File: src/rtl/cache_requester.sv
// Single-outstanding sequencer between an upstream requester, the CLOCK-sweep cache
// and a write-through backing memory. Handles read hit/miss-fill and write-through writes.
module cache_requester #(
    parameter int unsigned ADDR_WIDTH = 8,
    parameter int unsigned LINE_WIDTH = 32,
    parameter int unsigned WAIT_MAX   = 16
) (
    input  logic                  clock,
    input  logic                  reset_n,
    input  logic                  req_valid,
    input  logic                  req_write,
    input  logic [ADDR_WIDTH-1:0] req_addr,
    input  logic [LINE_WIDTH-1:0] req_wdata,
    output logic                  req_ready,
    output logic                  resp_valid,
    output logic [LINE_WIDTH-1:0] resp_rdata,
    output logic                  resp_hit,
    output logic                  resp_err,
    output logic [ADDR_WIDTH-1:0] cache_addr,
    output logic [LINE_WIDTH-1:0] cache_val,
    output logic                  cache_read,
    output logic                  cache_write,
    input  logic                  cache_hit,
    input  logic [LINE_WIDTH-1:0] cache_out_val,
    output logic                  mem_req,
    output logic                  mem_we,
    output logic [ADDR_WIDTH-1:0] mem_addr,
    output logic [LINE_WIDTH-1:0] mem_wdata,
    input  logic                  mem_ack,
    input  logic [LINE_WIDTH-1:0] mem_rdata
);

    localparam int unsigned CNT_W = $clog2(WAIT_MAX + 1);

    typedef enum logic [2:0] {
        S_IDLE,
        S_RD_ISSUE,
        S_RD_CHECK,
        S_MEM_RD,
        S_FILL,
        S_WR_CACHE,
        S_MEM_WR,
        S_RESP
    } state_t;

    state_t                r_state;
    state_t                w_next;

    logic [ADDR_WIDTH-1:0] r_addr;
    logic [LINE_WIDTH-1:0] r_data;
    logic                  r_write;
    logic [CNT_W-1:0]      r_wait;
    logic                  r_wr_hit;

    logic                  r_req_ready;
    logic                  r_cache_read;
    logic                  r_mem_req;
    logic                  r_mem_we;
    logic                  r_resp_valid;
    logic [LINE_WIDTH-1:0] r_resp_rdata;
    logic                  r_resp_hit;
    logic                  r_resp_err;

    logic                  w_in_wr;
    logic                  w_hit_seen;
    logic                  w_timeout;
    logic                  w_cache_write;
    logic [LINE_WIDTH-1:0] w_resp_rdata;
    logic                  w_resp_hit;
    logic                  w_resp_err;

    // State register
    always_ff @(posedge clock or negedge reset_n) begin
        if (!reset_n) begin
            r_state <= S_IDLE;
        end else begin
            r_state <= w_next;
        end
    end

    // Next state, shared write sequencer and response payload
    always_comb begin
        w_next        = r_state;
        w_in_wr       = 1'b0;
        w_hit_seen    = 1'b0;
        w_timeout     = 1'b0;
        w_cache_write = 1'b0;
        w_resp_rdata  = '0;
        w_resp_hit    = 1'b0;
        w_resp_err    = 1'b0;

        case (r_state)
            S_IDLE: begin
                if (req_valid) begin
                    w_next = req_write ? S_WR_CACHE : S_RD_ISSUE;
                end
            end
            S_RD_ISSUE: begin
                w_next = S_RD_CHECK;
            end
            S_RD_CHECK: begin
                if (cache_hit) begin
                    w_next       = S_RESP;
                    w_resp_rdata = cache_out_val;
                    w_resp_hit   = 1'b1;
                end else begin
                    w_next = S_MEM_RD;
                end
            end
            S_MEM_RD: begin
                if (mem_ack) begin
                    w_next = S_FILL;
                end
            end
            S_FILL, S_WR_CACHE: begin
                // cache_hit in cycle 0 still reflects the previous operation
                w_in_wr       = 1'b1;
                w_hit_seen    = (r_wait != '0) && cache_hit;
                w_timeout     = !w_hit_seen && (r_wait == CNT_W'(WAIT_MAX));
                w_cache_write = !w_hit_seen && !w_timeout;
                if (w_timeout) begin
                    w_next     = S_RESP;
                    w_resp_err = 1'b1;
                end else if (w_hit_seen) begin
                    if (r_state == S_FILL) begin
                        w_next       = S_RESP;
                        w_resp_rdata = r_data;
                    end else begin
                        w_next = S_MEM_WR;
                    end
                end
            end
            S_MEM_WR: begin
                if (mem_ack) begin
                    w_next     = S_RESP;
                    w_resp_hit = r_wr_hit;
                end
            end
            S_RESP: begin
                w_next = S_IDLE;
            end
            default: begin
                w_next = S_IDLE;
            end
        endcase
    end

    // Request latch, fill value, wait counter and write-hit record
    always_ff @(posedge clock or negedge reset_n) begin
        if (!reset_n) begin
            r_addr   <= '0;
            r_data   <= '0;
            r_write  <= 1'b0;
            r_wait   <= '0;
            r_wr_hit <= 1'b0;
        end else begin
            if ((r_state == S_IDLE) && req_valid) begin
                r_addr   <= req_addr;
                r_data   <= req_wdata;
                r_write  <= req_write;
                r_wr_hit <= 1'b0;
            end else if ((r_state == S_MEM_RD) && mem_ack) begin
                r_data <= mem_rdata;
            end

            if ((r_state == S_WR_CACHE) && (r_wait == CNT_W'(1))) begin
                r_wr_hit <= cache_hit;
            end

            if (w_in_wr && (w_next == r_state)) begin
                r_wait <= r_wait + CNT_W'(1);
            end else begin
                r_wait <= '0;
            end
        end
    end

    // Outputs registered from the next-state decode
    always_ff @(posedge clock or negedge reset_n) begin
        if (!reset_n) begin
            r_req_ready  <= 1'b0;
            r_cache_read <= 1'b0;
            r_mem_req    <= 1'b0;
            r_mem_we     <= 1'b0;
            r_resp_valid <= 1'b0;
            r_resp_rdata <= '0;
            r_resp_hit   <= 1'b0;
            r_resp_err   <= 1'b0;
        end else begin
            r_req_ready  <= (w_next == S_IDLE);
            r_cache_read <= (w_next == S_RD_ISSUE);
            r_mem_req    <= (w_next == S_MEM_RD) || (w_next == S_MEM_WR);
            r_mem_we     <= (w_next == S_MEM_WR) && r_write;
            r_resp_valid <= (w_next == S_RESP);
            r_resp_rdata <= w_resp_rdata;
            r_resp_hit   <= w_resp_hit;
            r_resp_err   <= w_resp_err;
        end
    end

    assign req_ready   = r_req_ready;
    assign resp_valid  = r_resp_valid;
    assign resp_rdata  = r_resp_rdata;
    assign resp_hit    = r_resp_hit;
    assign resp_err    = r_resp_err;
    assign cache_addr  = r_addr;
    assign cache_val   = r_data;
    assign cache_read  = r_cache_read;
    // Drops in the same cycle the hit arrives so the cache sees no extra write
    assign cache_write = w_cache_write;
    assign mem_req     = r_mem_req;
    assign mem_we      = r_mem_we;
    assign mem_addr    = r_addr;
    assign mem_wdata   = r_data;

endmodule

File: config.mk
export PLATFORM = sky130hd
export DESIGN_NAME = cache_requester
export DESIGN_NICKNAME = d
export VERILOG_FILES = /design/src/rtl/cache_requester.sv
export SDC_FILE = /design/constraint.sdc
export NUM_CORES = 1
export LEC_CHECK = 0
export CAP_MARGIN = 20
export CELL_PAD_IN_SITES_DETAIL_PLACEMENT = 1
export CELL_PAD_IN_SITES_GLOBAL_PLACEMENT = 1
export CORE_ASPECT_RATIO = 1.5
export CORE_MARGIN = 5
export CORE_UTILIZATION = 28
export CTS_CLUSTER_DIAMETER = 200
export DETAILED_ROUTE_END_ITERATION = 10
export PLACE_DENSITY_LB_ADDON = 0.05
export RECOVER_POWER = 100
export SLEW_MARGIN = 20
export SYNTH_ARGS = -nofsm -noshare
export SYNTH_HDL_FRONTEND = slang
export SYNTH_SLANG_ARGS = --single-unit
File: constraint.sdc
create_clock -name clock -period 1.95 [get_ports clock]
set_input_delay 0.195 -clock clock [delete_from_list [all_inputs] [get_ports clock]]
set_output_delay 0.195 -clock clock [all_outputs]
set_load 0.05 [all_outputs]
==> flow_metrics.py, run 1 <==
metrics = {
    "critical_path": {
        "r2r_slack_ns": 0.01,
        "cp_slowest_cell": "dfrtp_1",
        "crit_chain": "inv_2, ha_4, or3b_4, a21oi_4, nand2_2, inv_2, buf_12",
        "crit_type": "reg -> out",
        "max_stage_delay_ns": 0.39,
        "path_common_cell": "inv_2",
        "critical_path_required_ns": 1.75,
        "start_kind": "flip-flop",
        "end_kind": "output pin",
        "r2r_end": "mem_we$_DFF_PN0_",
        "reg2reg_from": "r_wait[1]$_DFF_PN0_",
        "r2r_cells": 8,
        "arrival_ns": 1.80,
        "crit_fanout": 3,
    },
    "clocking": {
        "cts_tree": "yes",
        "clkLatencyLatePin_ns": 0.34,
        "cts_buffer_depth": 2,
        "cts_max_level": 3,
        "cts-root-buf": "clkbuf_16",
        "clk_pin_slew_worst_paths_ns": 0.06,
        "clkSinkCount": 89,
        "cts_made_buffers": 9,
    },
    "final_layout": {
        "fillerInstances": 1548,
        "multi_input_area_sq_um": 1440,
        "syn2layout_area_growth_pct": 66.9,
        "fin_nets": 668,
        "layout_commonest_cell": "clkdlybuf4s50_1",
        "seq_area_sq_um": 2230,
        "most-common-layout-cells": "227 x clkdlybuf4s50_1, 89 x dfrtp_1, 40 x nor2_1",
        "fin_cells": 752,
        "drive_above_1_share_pct": 10.7,
        "final_util_pct": 47.7,
    },
    "sta": {
        "finalCriticalPeriod_ns": 1.99,
        "worst_pin_slew_ns": 0.861,
        "finalMaxSlewViolations": 0,
        "fin_ws_ns": -0.0402,
        "skew_ns": 0.0100,
        "rsz0062_at_grt": "yes",
        "fin_crit_sh_pct": 102,
        "final.setup.tns_ns": -0.0402,
        "max_freq_mhz": 502,
        "finalSetupViolations": 1,
        "hold_viol": 0,
        "relSlewSlack_pct": 42.6,
    },
    "detailed_routing": {
        "avgViaCountPerCell": 4.59,
        "wl_microns": 14300,
        "avgRoutedWirePerCell_microns": 19.1,
        "drc": 0,
        "num_vias": 3453,
        "ant_nets": 0,
        "first_pass_iters": 4,
        "drt-initial-drc-count": 111,
    },
    "placed_design": {
        "place_hpwl_microns": 11000,
        "place.gp.congestion": 0.782,
        "io_buffers": 229,
        "place_inst": 730,
    },
    "synthesis": {
        "synth_cell_types": 34,
        "seq_area_frac_synth_pct": 55.1,
        "async_flop_share_pct": 100,
        "yosys-top-cells-area": "dfrtp_1 55%, buf_4 8.2%, mux2i_1 7.9%",
        "synth_top_area_cell": "dfrtp_1",
        "synth_nets": 464,
        "synth_top_cell_area_share_pct": 55.1,
        "synth.cell_area_sq_um": 4040,
        "synth-main-ff-cell": "dfrtp_1",
        "synth_cells": 351,
        "synth_edf_count": 0,
        "avgSynthCellArea_sq_um": 11.5,
        "synth_warnings": 0,
        "ys_seq_elements": 89,
    },
    "global_routing": {
        "grt_overflow": 0,
        "grt_antenna_before_repair": 1,
        "grt_pass1_wl_microns": 21800,
        "grt_max_degree": 45,
        "grt.total_usage_pct": 17.1,
        "grt_pass1_vias": 3954,
    },
    "outcome": {
        "status": "finished with violations",
        "violations": "setup timing",
    },
    "power_and_ir_drop": {
        "p_leak_nw": 2.75,
        "p_comb_share_pct": 61.6,
        "ir_worst_vdd_uv": 930,
        "power.switching_mw": 6.37,
        "clkPwrFrac_pct": 13.9,
        "p_sw_share_pct": 50.7,
        "power.density_nw_per_um2": 1860,
        "intPower_mw": 6.19,
        "p_seq_share_pct": 24.5,
    },
    "floorplanning": {
        "die-area_sq_um": 17000,
        "dieHeight_microns": 157,
        "die_w_microns": 108,
        "start_util_pct": 28.6,
        "io_pins": 230,
        "core_sq_um": 14100,
        "row_count": 53,
    },
    "min_path": {
        "hold_path_class": "in -> reg",
        "holdPathEnd": "resp_rdata[14]$_DFF_PN0_",
        "hold_depth": 2,
        "holdCritStartpoint": "cache_out_val[14]",
    },
    "run": {
        "drv_cap": 0,
    },
}
## layer usage
metal / up-vias / routed length (microns) / GRT usage (%) / share of wire, %
li1: 1590 / - / - / -
met1: 1718 / 4840 / 17.0 / 34
met2: 132 / 8370 / 33.4 / 58
met3: 13 / 917 / 5.29 / 6.4
met4: 0 / 221 / 5.11 / 1.5
met5: - / 0 / 0 / 0
## flip-flops by register name (all words and copies together) (netlist names)
name,cells
cache_val,32
cache_read,1
resp_rdata,32
resp_hit,1
resp_err,1
mem_req,1
cache_addr,8
r_wr_hit,1
req_ready,1
r_state,3
mem_we,1
r_wait,5
resp_valid,1
r_write,1
## cell usage after synthesis, drive strengths merged (2+ instances only)
library cell	n
inv	8
dfrtp	89
nand2	6
nor4	2
clkbuf	3
nor2	42
nor4b	2
xnor2	3
nor2b	4
a21oi	36
buf	55
nand2b	3
mux2	9
mux2i	32
a22o	32
nor3	2
ha	3
o21ai	3
nand3	5
## how the worst max path moves through the flow
stage | start | end | cells after the start
after global routing | r_wait[1]$_DFF_PN0_ | cache_write | 7
after global placement | r_wait[1]$_DFF_PN0_ | mem_req$_DFF_PN0_ | 7
final | r_wait[1]$_DFF_PN0_ | cache_write | 7
after detailed placement | r_wait[1]$_DFF_PN0_ | cache_write | 7
after CTS | r_wait[1]$_DFF_PN0_ | cache_write | 7
after floorplan | r_wait[0]$_DFF_PN0_ | cache_write | 6
## layout make-up
type | count | share of cell area, %
Multi-Input combinational cell | 196 | 21.4
Clock inverter | 4 | 0.798
Sequential cell | 89 | 33.0
Antenna cell | 1 | 0.0371
Timing Repair Buffer | 251 | 37.2
Inverter | 8 | 0.445
Clock buffer | 11 | 3.60
Tap cell | 192 | 3.56
## through the flow
step                      instance area, sq um  hold slack, ns  power [mW]  worst slack, ns
after floorplan                           4040          -0.101        8.40           0.0888
after global placement                    6390           0.188        10.7            0.109
after detailed placement                  6390           0.183        10.8           0.0184
after CTS                                 6760           0.365        12.7          -0.0431
after global routing                      6740           0.446        13.2           -0.111
final                                     6740           0.451        12.6          -0.0402
## critical path: cells and delay by family, from the launching register on
family / cells / cell delay (ns)
adders and majority gates: 1 / 0.14
AOI/OAI and AO/OA: 1 / 0.15
DFF: 1 / 0.39
and+or+nand+nor: 2 / 0.48
buffers and inverters: 3 / 0.30
## power by group through the flow
stage / registers, mW / clock network (mW) / logic [mW]
floorplan: 4.92 / 0 / 3.48
global placement: 3.10 / 0 / 7.62
detailed placement: 3.12 / 0 / 7.69
CTS: 3.10 / 1.80 / 7.81
global route: 3.20 / 1.88 / 8.07
finish: 3.07 / 1.75 / 7.74
## cell families after synthesis
family                   Yosys count  synth area share [%]
XOR/XNOR                           4                 0.867
multiplexers                      41                  10.4
buffers and inverters             66                  10.6
flip-flops                        89                  55.1
AND/OR/NAND/NOR                   71                  8.58
AO/OA/AOI/OAI                     77                  13.5
adder cells (fa/ha/maj)            3                 0.929
## repair_timing
item | in CTS | in global routing
pin swaps | 2 | 0
resized for setup | 9 | 0
hold buffers | 1 | 0
setup buffers | 4 | 1
endpoints found under the hold margin | 31 | 0
endpoints found under the setup margin | 1 | 4
No activity file was read; power rests on OpenSTA's default activity.
==> run 2: changes to the inputs <==
--- a/config.mk
+++ b/config.mk
@@ -9,12 +9,13 @@
 export CELL_PAD_IN_SITES_DETAIL_PLACEMENT = 1
 export CELL_PAD_IN_SITES_GLOBAL_PLACEMENT = 1
 export CORE_ASPECT_RATIO = 1.5
-export CORE_MARGIN = 5
+export CORE_MARGIN = 1
 export CORE_UTILIZATION = 28
 export CTS_CLUSTER_DIAMETER = 200
 export DETAILED_ROUTE_END_ITERATION = 10
 export PLACE_DENSITY_LB_ADDON = 0.05
 export RECOVER_POWER = 100
+export REMOVE_ABC_BUFFERS = 1
 export SLEW_MARGIN = 20
 export SYNTH_ARGS = -nofsm -noshare
 export SYNTH_HDL_FRONTEND = slang
==> run 2 against run 1 <==
  * The flow still finishes with violations (setup timing)
  * Worst setup slack worse by 0.026 ns
  * Critical path depth unchanged
  * Utilization grew 0.75 points
  * Combinational power grew 0.5%
  * Routed wire length shrank 7.7%
  * Worst hold slack improved by 0.014 ns
  * Global-route usage rose by 0.98 points
  * Critical endpoint unchanged
==> flow_metrics.py, run 2 (synthesis gave the netlist of run 1 again) <==
metrics = {
    "outcome": {
        "status": "finished with violations",
        "violations": "setup timing",
    },
    "final_layout": {
        "drive_above_1_share_pct": 11.2,
        "layout_commonest_cell": "clkdlybuf4s50_1",
        "fillerInstances": 1528,
        "fin_cells": 754,
        "syn2layout_area_growth_pct": 68.7,
        "n_antenna_cell": 0,
        "fin_nets": 670,
        "postLayoutCellArea_sq_um": 6820,
        "most-common-layout-cells": "227 x clkdlybuf4s50_1, 89 x dfrtp_1, 41 x nor2_1",
    },
    "detailed_routing": {
        "avgRoutedWirePerCell_microns": 17.6,
        "drc": 0,
        "num_vias": 3466,
        "avgViaCountPerCell": 4.60,
        "first_pass_iters": 4,
        "drt-initial-drc-count": 64,
        "wl_microns": 13200,
        "ant_nets": 0,
    },
    "clocking": {
        "clkSinkCount": 89,
        "clkLatencyLatePin_ns": 0.33,
        "cts_buffer_depth": 2,
        "cts_made_buffers": 9,
        "clk_pin_slew_worst_paths_ns": 0.06,
        "cts_max_level": 3,
        "cts_tree": "yes",
        "cts-root-buf": "clkbuf_16",
    },
    "placed_design": {
        "place.gp.congestion": 0.730,
        "placed_cell_area_sq_um": 6420,
        "place_inst": 731,
        "place_hpwl_microns": 9820,
        "io_buffers": 229,
    },
    "sta": {
        "fin_crit_sh_pct": 103,
        "fin_ws_ns": -0.0666,
        "skew_ns": 0.00833,
        "worst_pin_slew_ns": 1.26,
        "finalSetupViolations": 2,
        "finalCriticalPeriod_ns": 2.02,
        "finalMaxSlewViolations": 0,
        "max_freq_mhz": 496,
        "relSlewSlack_pct": 15.8,
        "rsz0062_at_grt": "yes",
        "hold_viol": 0,
    },
    "floorplanning": {
        "io_pins": 230,
        "start_util_pct": 28.7,
        "row_count": 53,
        "dieHeight_microns": 149,
        "core_sq_um": 14100,
        "die_w_microns": 100,
        "die-area_sq_um": 14900,
    },
    "critical_path": {
        "crit_family": "simple AND/OR/NAND/NOR gates",
        "endpoint": "cache_write",
        "path_buf_inv": 3,
        "crit_type": "reg -> out",
        "r2r_slack_ns": 0,
        "crit_fanout": 3,
        "worst-path-stages": 7,
        "critical_path.startpoint": "r_wait[1]$_DFF_PN0_",
        "arrival_ns": 1.82,
        "reg2reg_from": "r_wait[1]$_DFF_PN0_",
        "crit_chain": "inv_2, ha_4, or3b_4, a21oi_4, nand2_2, inv_2, buf_12",
        "max_stage_delay_ns": 0.40,
        "start_kind": "flip-flop",
        "end_kind": "output pin",
        "r2r_cells": 10,
        "cp_slowest_cell": "dfrtp_1",
        "critical_path_required_ns": 1.75,
        "r2r_end": "cache_read$_DFF_PN0_",
        "path_common_cell": "inv_2",
    },
    "global_routing": {
        "grt.total_usage_pct": 18.1,
        "grt_pass1_wl_microns": 20300,
        "grt_antenna_before_repair": 0,
        "grt_max_degree": 49,
        "grt_overflow": 0,
        "grt_pass1_vias": 3784,
    },
    "power_and_ir_drop": {
        "power.density_nw_per_um2": 1870,
        "ir_worst_vdd_uv": 892,
        "power_mw": 12.7,
        "p_leak_nw": 2.79,
    },
    "run": {
        "drv_cap": 0,
    },
    "min_path": {
        "hold_path_class": "in -> reg",
    },
}
## run 2: how the worst min path moves through the flow
stage                      startpoint                        end  slack (ns)  depth (start not counted)
floorplan                     reset_n  cache_addr[0]$_DFFE_PN0P_       -0.10                          0
global placement              reset_n  cache_addr[7]$_DFFE_PN0P_        0.11                          1
detailed placement            reset_n  cache_addr[7]$_DFFE_PN0P_        0.12                          1
CTS                           reset_n  cache_addr[7]$_DFFE_PN0P_        0.30                          2
global route        cache_out_val[18]   resp_rdata[18]$_DFF_PN0_        0.46                          2
finish              cache_out_val[14]   resp_rdata[14]$_DFF_PN0_        0.46                          2
## run 2: through the flow
| stage | worst slack (ns) | utilization [%] | hold slack (ns) | TNS (ns) |
|---|---|---|---|---|
| 2_1_floorplan | -0.836 | - | -0.101 | -55.92 |
| 3_3_place_gp | 0.0632 | 45.6 | 0.108 | 0 |
| 3_5_place_dp | 0.000145 | 45.6 | 0.115 | 0 |
| 4_1_cts | -0.0587 | 48.5 | 0.303 | -0.0587 |
| 5_1_grt | -0.127 | 48.5 | 0.459 | -2.04 |
| 6_report | -0.0666 | 48.5 | 0.464 | -0.0700 |
## run 2: report_power, final
| group | switching, mW | internal [mW] |
|---|---|---|
| Sequential | 0.562 | 2.48 |
| Clock | 0.698 | 1.20 |
| Combinational | 5.04 | 2.75 |
## run 2: final cells by class
type                    count  area (sq um)  area share, %
clock buffers              14           264           3.87
clock inverters             2          60.1          0.881
inverters                   8          30.0          0.440
multi-input cells         196          1450           21.3
flip-flops and latches     89          2230           32.7
well taps                 192           240           3.52
repair buffers            253          2540           37.3
## run 2: repair_timing
item                       CTS  global route
cloned                       0             0
resized for setup            8             3
hold buffers                 1             0
setup endpoints to repair    1             5
hold endpoints to repair    19             0
buffers inserted             5             1
pin swaps                    1             3
## run 2: layer usage
metal	routed length [microns]	track usage, %	vias to the layer above
met4	185	5.72	0
met3	784	5.25	13
li1	-	-	1599
met2	7550	34.3	118
met1	4720	18.8	1736
met5	0	0	-
